File: config.mk
export PLATFORM = sky130hd
export DESIGN_NAME = mem_arbiter
export DESIGN_NICKNAME = d
export VERILOG_FILES = /design/src/rtl/mem_arbiter.sv
export SDC_FILE = /design/constraint.sdc
export NUM_CORES = 1
export LEC_CHECK = 0
export CAP_MARGIN = 25
export CORE_AREA = 8 8 102 104
export CTS_CLUSTER_SIZE = 25
export DETAILED_ROUTE_END_ITERATION = 12
export DIE_AREA = 0 0 110 112
export PLACE_DENSITY = 0.74
export SETUP_SLACK_MARGIN = 0.15
export SYNTH_ARGS = -nofsm -noshare
export SYNTH_HDL_FRONTEND = slang
export SYNTH_SLANG_ARGS = --single-unit
File: constraint.sdc
create_clock -name clk -period 2.2 [get_ports clk]
set_input_delay 0.44 -clock clk [delete_from_list [all_inputs] [get_ports clk]]
set_output_delay 0.44 -clock clk [all_outputs]
set_load 0.02 [all_outputs]
File: src/rtl/mem_arbiter.sv
// mem_arbiter: shares a single-port, 1-cycle-latency SRAM between the
// instruction-fetch port and the load/store data port. Data has fixed
// priority; a streak counter bounds fetch starvation. Also provides run
// control: enable=0 stops new grants and halted reports when drained.
module mem_arbiter #(
  parameter int unsigned ADDR_WIDTH = 32,
  parameter int unsigned DATA_WIDTH = 32,
  parameter int unsigned STREAK_MAX = 4
) (
  input  logic                      clk,
  input  logic                      rst_n,
  input  logic                      enable,
  output logic                      halted,
  input  logic                      instr_req,
  input  logic [ADDR_WIDTH-1:0]     instr_addr,
  output logic                      instr_gnt,
  output logic                      instr_rvalid,
  output logic [DATA_WIDTH-1:0]     instr_rdata,
  input  logic                      data_req,
  input  logic                      data_we,
  input  logic [DATA_WIDTH/8-1:0]   data_be,
  input  logic [ADDR_WIDTH-1:0]     data_addr,
  input  logic [DATA_WIDTH-1:0]     data_wdata,
  output logic                      data_gnt,
  output logic                      data_rvalid,
  output logic [DATA_WIDTH-1:0]     data_rdata,
  output logic                      mem_req,
  output logic                      mem_we,
  output logic [DATA_WIDTH/8-1:0]   mem_be,
  output logic [ADDR_WIDTH-1:0]     mem_addr,
  output logic [DATA_WIDTH-1:0]     mem_wdata,
  input  logic [DATA_WIDTH-1:0]     mem_rdata
);

  localparam int unsigned BE_WIDTH = DATA_WIDTH / 8;
  localparam int unsigned SW       = $clog2(STREAK_MAX + 1);
  localparam logic [SW-1:0] STREAK_CAP = SW'(STREAK_MAX);

  typedef enum logic [1:0] {
    OWN_NONE  = 2'd0,
    OWN_INSTR = 2'd1,
    OWN_DATA  = 2'd2
  } owner_t;

  owner_t        owner_q;
  logic [SW-1:0] streak_q;
  logic          grant_ok;
  logic          fetch_starved;

  assign grant_ok      = rst_n & enable;
  assign fetch_starved = instr_req & (streak_q == STREAK_CAP);

  // Same-cycle winner selection: data first unless fetch has waited too long
  always_comb begin
    instr_gnt = 1'b0;
    data_gnt  = 1'b0;
    if (grant_ok) begin
      if (data_req && !fetch_starved) begin
        data_gnt = 1'b1;
      end else if (instr_req) begin
        instr_gnt = 1'b1;
      end
    end
  end

  // Steer the winning port's command onto the memory interface
  always_comb begin
    mem_req   = instr_gnt | data_gnt;
    mem_we    = 1'b0;
    mem_be    = '0;
    mem_addr  = '0;
    mem_wdata = '0;
    if (data_gnt) begin
      mem_we    = data_we;
      mem_be    = data_be;
      mem_addr  = data_addr;
      mem_wdata = data_wdata;
    end else if (instr_gnt) begin
      mem_be    = {BE_WIDTH{1'b1}};
      mem_addr  = instr_addr;
    end
  end

  // Response routing: the previous cycle's owner gets rvalid
  always_comb begin
    instr_rvalid = rst_n && (owner_q == OWN_INSTR);
    data_rvalid  = rst_n && (owner_q == OWN_DATA);
    instr_rdata  = mem_rdata;
    data_rdata   = mem_rdata;
    halted       = !enable && (owner_q == OWN_NONE);
  end

  // Owner and starvation-streak state; streak frozen while paused
  always_ff @(posedge clk) begin
    if (!rst_n) begin
      owner_q  <= OWN_NONE;
      streak_q <= '0;
    end else begin
      if (data_gnt) begin
        owner_q <= OWN_DATA;
      end else if (instr_gnt) begin
        owner_q <= OWN_INSTR;
      end else begin
        owner_q <= OWN_NONE;
      end
      if (enable) begin
        if (instr_gnt) begin
          streak_q <= '0;
        end else if (!instr_req) begin
          streak_q <= '0;
        end else if (data_gnt && (streak_q != STREAK_CAP)) begin
          streak_q <= SW'(streak_q + SW'(1));
        end
      end
    end
  end

endmodule

* Word level (Yosys, flattened, before mapping) *
Index checks and enable logic that the tools add are counted.
Widths: inputs -> output; s select.

cells by class
  $add $sub $neg = 1
  equality and inequality tests = 5
  multiplexer cells = 16
  bitwise operators = 4
  reductions and logical operators = 10

operators with widths
  operator             count
  $mux 32              3
  $mux 3               3
  $mux 4               2
  $mux 1               7
  $logic_and 1x1->1    5
  $add 3x1->3 const B  1
  $eq 3x3->1 const B   1
  $ne 3x1->1 const B   1
  $ne 3x3->1 const B   1
  $and 1x1->1          2
  $eq 2x1->1 const B   1
  $eq 2x2->1 const B   1
  $logic_not 1->1      2
  $logic_not 2->1      1
  $mux 2               1
  $reduce_and 2->1     1
  $reduce_or 2->1      1
  $not 1->1            1
  $or 1x1->1           1

word-level totals
  register bits after elaboration = 5
  output and inout bits = 139
  logic and storage cells = 39

* Logic depth before layout (Yosys ltp) *
  depth after elaboration = 10
  depth in mapped cells = 6
  gate-level depth less buffers = 5

* Worst setup path before layout *
No wires, ideal clock.

  kind = register to output
  start point = reg streak_q[0]
  end point = out mem_addr[26]
  arrival time = 1,434 ps
  required time = 1,760 ps
  slack = 326 ps
  stages on the path, launching flop included = 7
  path buffers = 1
  cells stage by stage = dfxtp_1 inv_1 ha_1 a21boi_2 nor2_4 buf_2 a22o_1

on the way
  cells in the longest elaborated chain, start to end = 8
  elaborated cells between the ends (all ways) = 10
  those cells by class = 1 x eq/ne; 6 x mux; 1 x bitwise; 2 x reduce/logical

ends and longest elaborated chain
  item                      RTL line  source
  start: declaration        46        logic [SW-1:0] streak_q;
  start signal: assignment  112       streak_q <= SW'(streak_q + SW'(1));
  $eq 3x3->1                51        assign fetch_starved = instr_req & (streak_q == STREAK_CAP);
  $and 1x1->1               51
  $logic_not 1->1           58        if (data_req && !fetch_starved) begin
  $logic_and 1x1->1         58
  $mux 1                    58
  $mux 1                    57        if (grant_ok) begin
  named net instr_gnt       16        output logic instr_gnt,
  $mux 32                   78        end else if (instr_gnt) begin
  $mux 32                   73        if (data_gnt) begin
  end: declaration          30        output logic [ADDR_WIDTH-1:0] mem_addr,

The timed path passes the listed nets, and every way through them passes these cells.

* Final worst setup path *
  start point = reg streak_q[0]
  end point = out mem_addr[3]

on the way
  cells in the longest elaborated chain, start to end = 8
  elaborated cells between the ends (all ways) = 10
  those cells by class = 1 x eq/ne; 6 x mux; 1 x bitwise; 2 x reduce/logical

ends and longest elaborated chain
  item                   RTL line
  $eq 3x3->1 (*)         51
  $and 1x1->1 (*)        51
  $logic_not 1->1 (*)    58
  $logic_and 1x1->1 (*)  58
  $mux 1                 58
  $mux 1                 57
  $mux 32                78
  $mux 32 (*)            73

Every way passes the cells marked *; elsewhere a longest branch is shown, timed or not.

==> results.sh <==
export IMPL_status="finished clean"
export IMPL_hold_viol=0
export IMPL_p_per_area_nw_per_um2=239
export IMPL_critPathLaunchType="register"
export IMPL_vias=1766
export IMPL_rsz0062_at_grt="true"
export IMPL_netlist_area_um2=1370
export IMPL_placed_cell_area_um2=2890
export IMPL_leakage_nw=1.45
export IMPL_drt_iter0_markers=47
export IMPL_synth_ff_type="dfxtp_1"
export IMPL_gr_total_overflow=0
export IMPL_ios=277
export IMPL_cts_path_max_buffers=2
export IMPL_wl_per_cell_um=19.4
export IMPL_diodes=0
export IMPL_async_flop_share_pct=0
export IMPL_path_clk_slew_ps=40
export IMPL_max_freq_mhz=477
export IMPL_netlist_top_cells_count="64 x buf_4, 33 x and2_1, 32 x a22o_1"
export IMPL_clock_skew_ps=3.99
export IMPL_postCtsHoldBufs=0
export IMPL_worst_r2r_endpoint="streak_q[0]$_SDFFE_PN0P_"
export IMPL_finalCriticalPeriod_ps=2090
export IMPL_fin_area_um2=3180
export IMPL_cp_startpoint="streak_q[0]$_SDFFE_PN0P_"
export IMPL_drv_cap=0
export IMPL_synth_top_area_share_pct=35.0
export IMPL_worst_ep_required_time_ps=1760
export IMPL_end_kind="output port"
export IMPL_ir_worst_vdd_mv=0.302
export IMPL_grtUsageTotal_pct=12.3
export IMPL_synth_edf_count=0
export IMPL_htreeDepth=1
export IMPL_ys_seq_area_share_pct=7.29
export IMPL_cp_arrival_ps=1650
export IMPL_rr_worst_depth=7
export IMPL_synth_nets=316
export IMPL_hp_class="in2reg"
export IMPL_syn_avg_cell_area_um2=7.80
export IMPL_synth_seq_cells=5
export IMPL_synth_cells=176
export IMPL_final_nets=455
export IMPL_min_from="enable"
export IMPL_gp_congestion=0.781
export IMPL_yosys_warnings=0
export IMPL_ff2ff_setup_slack_ps=850
export IMPL_totalWireLength_mm=8.22
export IMPL_grt_pass1_wl_mm=11.7
export IMPL_finalSetupViolCount=0
export IMPL_yosysMostFrequentCell="buf_4"
export IMPL_grt_pass1_vias=1977
export IMPL_drive_above_1_share_pct=41.4
export IMPL_yosysTopAreaCell="buf_4"
export IMPL_drc=0
export IMPL_grt_max_degree=30
export IMPL_tritoncts="yes"
export IMPL_worst_r2r_startpoint="streak_q[0]$_SDFFE_PN0P_"
export IMPL_dieArea_um2=12300
export IMPL_io_buffers=180
export IMPL_insertion_delay_ps=220
export IMPL_cpMostUsedCell="buf_6"
export IMPL_final_setup_tns_ps=0
export IMPL_cp_slowest_cell="dfxtp_2"
export IMPL_first_pass_iters=4
export IMPL_num_rows=35
export IMPL_dp_hpwl_mm=6.70
export IMPL_slew_limit_headroom_pct=84.3
export IMPL_slowest_delay_ps=320
export IMPL_core_um2=8890
export IMPL_clockRootBuffer="clkbuf_8"
export IMPL_die_h_um=112
export IMPL_cts_buffers=3
export IMPL_worst_pin_slew_ps=237
export IMPL_drv_slew=0
export IMPL_crit_end="mem_addr[3]"
export IMPL_start_util_pct=15.4
export IMPL_fillers=888
export IMPL_synth_distinct_cells=25
export IMPL_dp_slack_ps=-653
export IMPL_antenna_found_initial=0
export IMPL_worstPathCellList="inv_2, ha_4, a31oi_4, buf_6, buf_12, buf_8, a22o_1, buf_6"
export IMPL_clock_sinks=5
export IMPL_die_w_um=110
export IMPL_setup_ws_ps=106
export IMPL_synth_area_leaders="buf_4 35%, a22o_1 20%, and2_1 15%"
export IMPL_hold_depth=3
export IMPL_area_growth_pct=132
export IMPL_final_antenna_net_count=0
export IMPL_drt_vias_per_instance=4.16
export IMPL_finalCritPeriodShare_pct=95.2
export IMPL_fin_util_pct=35.8
export IMPL_worst_path_max_fanout=7
export IMPL_critical_path_class="reg2out"
-- sequential cells by signal, indices dropped and copies added (netlist names) --
signal and cells:
streak_q 3, owner_q 2
-- final cells by class --
type | instances | area (um2) | share of cell area, %
clock buffers | 4 | 45.0 | 1.42
inverters | 2 | 7.51 | 0.236
multi-input cells | 94 | 800 | 25.1
flip-flops and latches | 5 | 104 | 3.27
well taps | 111 | 139 | 4.37
repair buffers | 209 | 2090 | 65.6
-- how the worst min path moves through the flow --
stage	end	slack, ps
4_1_cts	owner_q[1]$_SDFF_PN0_	530
3_5_place_dp	owner_q[1]$_SDFF_PN0_	550
2_1_floorplan	streak_q[1]$_SDFFE_PN0P_	470
3_3_place_gp	owner_q[1]$_SDFF_PN0_	540
5_1_grt	owner_q[1]$_SDFF_PN0_	530
6_report	owner_q[1]$_SDFF_PN0_	520
-- per-stage QoR --
step	total power, mW	cells	hold slack (ps)
global route	0.800	425	527
detailed placement	0.546	407	549
CTS	0.725	421	526
finish	0.759	425	515
global placement	0.542	407	540
floorplan	0.401	176	470
-- what timing repair did --
item / 4_1_cts / 5_1_grt
resized for setup: 302 / 88
setup endpoints to repair: 75 / 65
setup buffers: 7 / 3
pin swaps: 11 / 14
cloned: 3 / 1
-- layout by cell type (no fill, tap or decap), types with 2 or more instances in the layout --
cell	netlist	final
a21boi_0	3	3
a22o_1	32	29
a22o_4	0	3
and2_1	33	24
and2_4	0	9
and3b_1	2	2
buf_12	0	5
buf_16	0	2
buf_2	7	20
buf_4	64	25
buf_6	4	46
clkbuf_8	0	3
clkdlybuf4s15_2	0	3
clkdlybuf4s50_1	0	101
dfxtp_1	5	2
dfxtp_2	0	3
dlygate4sd2_1	0	4
inv_2	0	2
nand2b_1	3	3
nand4_1	2	2
nor2_1	2	2
o21a_1	3	3
-- per-layer routing --
| layer | track usage, % | routed length (um) |
|---|---|---|
| met5 | 0 | 0 |
| met2 | 23.9 | 4580 |
| met4 | 4.50 | 218 |
| met3 | 5.72 | 1060 |
| met1 | 10.3 | 2360 |
-- critical path: cells and delay by family, from the launching register on --
kind	cells	cell delay [ps]
buf+inv	5	600
compound gates	2	340
flops	1	320
fa+ha+maj	1	160
-- where the power goes --
group          total, mW  switching (mW)  internal, mW  leakage, nW
registers         0.0948         0.00144        0.0934       0.0421
logic              0.490           0.178         0.312         1.38
clock network      0.174          0.0494         0.125       0.0228
-- cells by family (layout without fill, tap and decap cells) --
| group | count (synthesis) | in the layout | synth area share (%) |
|---|---|---|---|
| buf+inv | 77 | 215 | 41.4 |
| simple gates | 48 | 48 | 21.8 |
| compound gates | 44 | 44 | 27.7 |
| flops | 5 | 5 | 7.29 |
| fa+ha+maj | 2 | 2 | 1.82 |
(Power assumes the default switching activity.)
==> patch: new RTL, same flow settings <==
Re-encode `owner_t` (3 values) as one-hot, 3 bits wide.
--- a/src/rtl/mem_arbiter.sv
+++ b/src/rtl/mem_arbiter.sv
@@ -38,6 +38,6 @@
 
-  typedef enum logic [1:0] {
-    OWN_NONE  = 2'd0,
-    OWN_INSTR = 2'd1,
-    OWN_DATA  = 2'd2
+  typedef enum logic [2:0] {
+    OWN_NONE  = 3'b001,
+    OWN_INSTR = 3'b010,
+    OWN_DATA  = 3'b100
   } owner_t;
Formal check against the unedited RTL: no difference found for any inputs over 10 cycles, from zero or initial values and one cycle with rst_n low; not proved beyond that.
==> patch against the unedited design <==
Sequential cell count is 1 higher. First-iteration DRC count down 47%. Routed wire length shrank 6.9%. Worst hold slack better by 0.030 ns. Count of clock-buffer cells in the layout down 1. Power rose by 0.52%. Worst setup slack lost 0.011 ns. Area after synthesis up 3.8%. Design area is 0.20% higher. Cell count is 0.94% lower. Sequential power up 21%. Maximum frequency fell by 0.53%. Combinational power shrank 1%. Global-route usage is 0.90 points lower. Highest routed layer unchanged.
==> patch: results (changes against the unedited design) <==
number of global-route vias before repair: 1,978 (was 1,977)
Leak: 1.437 nW (was 1.448 nW)
worst-margin pin slew: 0.2909 ns (was 0.2367 ns)
Primary FF master, synth: dfxtp_1 (unchanged)
Setup Skew: 0.004474 ns (was 0.003990 ns)
filler instances: 908 (was 888)
Avg Cell Area, Syn: 8.052 sq um (was 7.799 sq um)
Placed Cells: 405 (was 407)
largest registers: owner_q x3, streak_q x3 (was streak_q x3, owner_q x2)
VDD IR max: 168.1 uV (was 301.8 uV)
critical path's slowest cell: dfxtp_2 (unchanged)
distinct cell type count after synthesis: 26 (was 25)
DP Area: 2933 sq um (was 2894 sq um)
routed vias/inst: 4.052 (was 4.155)
drt first-iter violations: 25 (was 47)
Max clock buf depth: 2 (unchanged)
layout cells sized above 1: 42.58% (was 41.40%)
hold buffer count at CTS: 0 (unchanged)
worst path arrival time: 1.67 ns (was 1.65 ns)
GRT Total Usage: 11.41% (was 12.31%)
GP Congestion: 0.7522 (was 0.7809)
Commonest cells post-synth: buf_4, and2_1, a22o_1, dfxtp_1 (was buf_4, and2_1, a22o_1, buf_2, dfxtp_1)
number of port buffers: 180 (unchanged)
CP max FO: 5 (was 7)
Syn Nets: 317 (was 316)
Clock power frac: 21.4% (was 23.0%)
Antenna Nets Post-Route: 0 (unchanged)
CTS buffer count: 3 (unchanged)
initial antenna violation count: 0 (unchanged)
number of diodes: 0 (unchanged)
htree depth: 1 (unchanged)
asr flop ratio synth: 0% (unchanged)
synth top area cells: buf_4, a22o_1, and2_1 (unchanged)
via count: 1,706 (was 1,766)
status: completed (unchanged)
DPL Wire Length: 6254 microns (was 6701 microns)
largest net degree at the start of global routing: 21 (was 30)
worst skew pair latency: 0.22 ns (about the same)
internal power: 0.5404 mW (was 0.5301 mW)
Routed WL per cell: 18.19 microns (was 19.35 microns)
first-pass GRT wire length: 11,030 microns (was 11,670 microns)
HP Class: in2reg (unchanged)
Setup WS pre-CTS: -0.6147 ns (was -0.6532 ns)
crit path kind: reg2out (unchanged)
register area share after synthesis: 8.428% (was 7.293%)
min-delay src: data_req (was enable)
fin nets: 452 (was 455)
patch: layer usage:
layer,vias to the layer above,share of wire [%],track usage [%],wire length [microns]
met5,-,0,0,0
met2,102,55,21.75,4181
met1,763,32,10.73,2486
li1,823,-,-,-
met4,0,1.6,3.423,121
met3,18,11,4.217,868
patch: final cells by class:
type | instances | area, sq um | area share [%]
repair buffers | 205 | 2072 | 65.02
well taps | 111 | 138.9 | 4.358
flip-flops and latches | 6 | 122.6 | 3.848
multi-input cells | 93 | 800.8 | 25.13
inverters | 3 | 11.26 | 0.3534
clock buffers | 3 | 41.29 | 1.296
patch: timing repair:
action                     4_1_cts  5_1_grt
pin swaps                       13       16
setup endpoints to repair       75       56
gates cloned                     4        2
buffers inserted                 7        0
hold endpoints to repair         0        0
gates resized for setup        318       51
patch: per-stage QoR:
stage / util (%) / total power, mW
final: 35.85 / 0.7628
after global routing: 35.85 / 0.8033
after CTS: 34.40 / 0.7491
after detailed placement: 32.99 / 0.5647
after global placement: 32.99 / 0.5615
after floorplan: - / 0.4231
patch: tightest hold or removal path: cells and delay by family:
family | cells | cell delay (ns)
compound gates | 1 | 0.05
buf+inv | 1 | 0.12
simple gates | 1 | 0.09
patch: path summary, 6_finish.rpt:
| check | endpoint | slack, ns | cells past startpoint |
|---|---|---|---|
| max | mem_addr[27] | 0.09 | 8 |
| min | owner_q[2]$_SDFF_PN0_ | 0.55 | 3 |
| max reg2reg | streak_q[0]$_SDFFE_PN0P_ | 0.95 | 6 |
| min reg2reg | streak_q[2]$_SDFFE_PN0P_ | 0.59 | 2 |
patch: power groups by stage:
stage	sequential [mW]	clock (mW)	combinational [mW]
2_1_floorplan	0.116	0	0.307
3_3_place_gp	0.116	0	0.446
3_5_place_dp	0.116	0	0.449
4_1_cts	0.115	0.166	0.469
5_1_grt	0.115	0.176	0.512
6_report	0.115	0.163	0.484
patch: cell families (layout without fill, tap and decap cells):
logic type / after synthesis / count (layout) / share of synthesized area [%]
buf+inv: 78 / 211 / 40.65
compound gates: 44 / 44 / 27.31
flops: 6 / 6 / 8.429
fa+ha+maj: 2 / 2 / 1.756
simple gates: 47 / 47 / 21.86
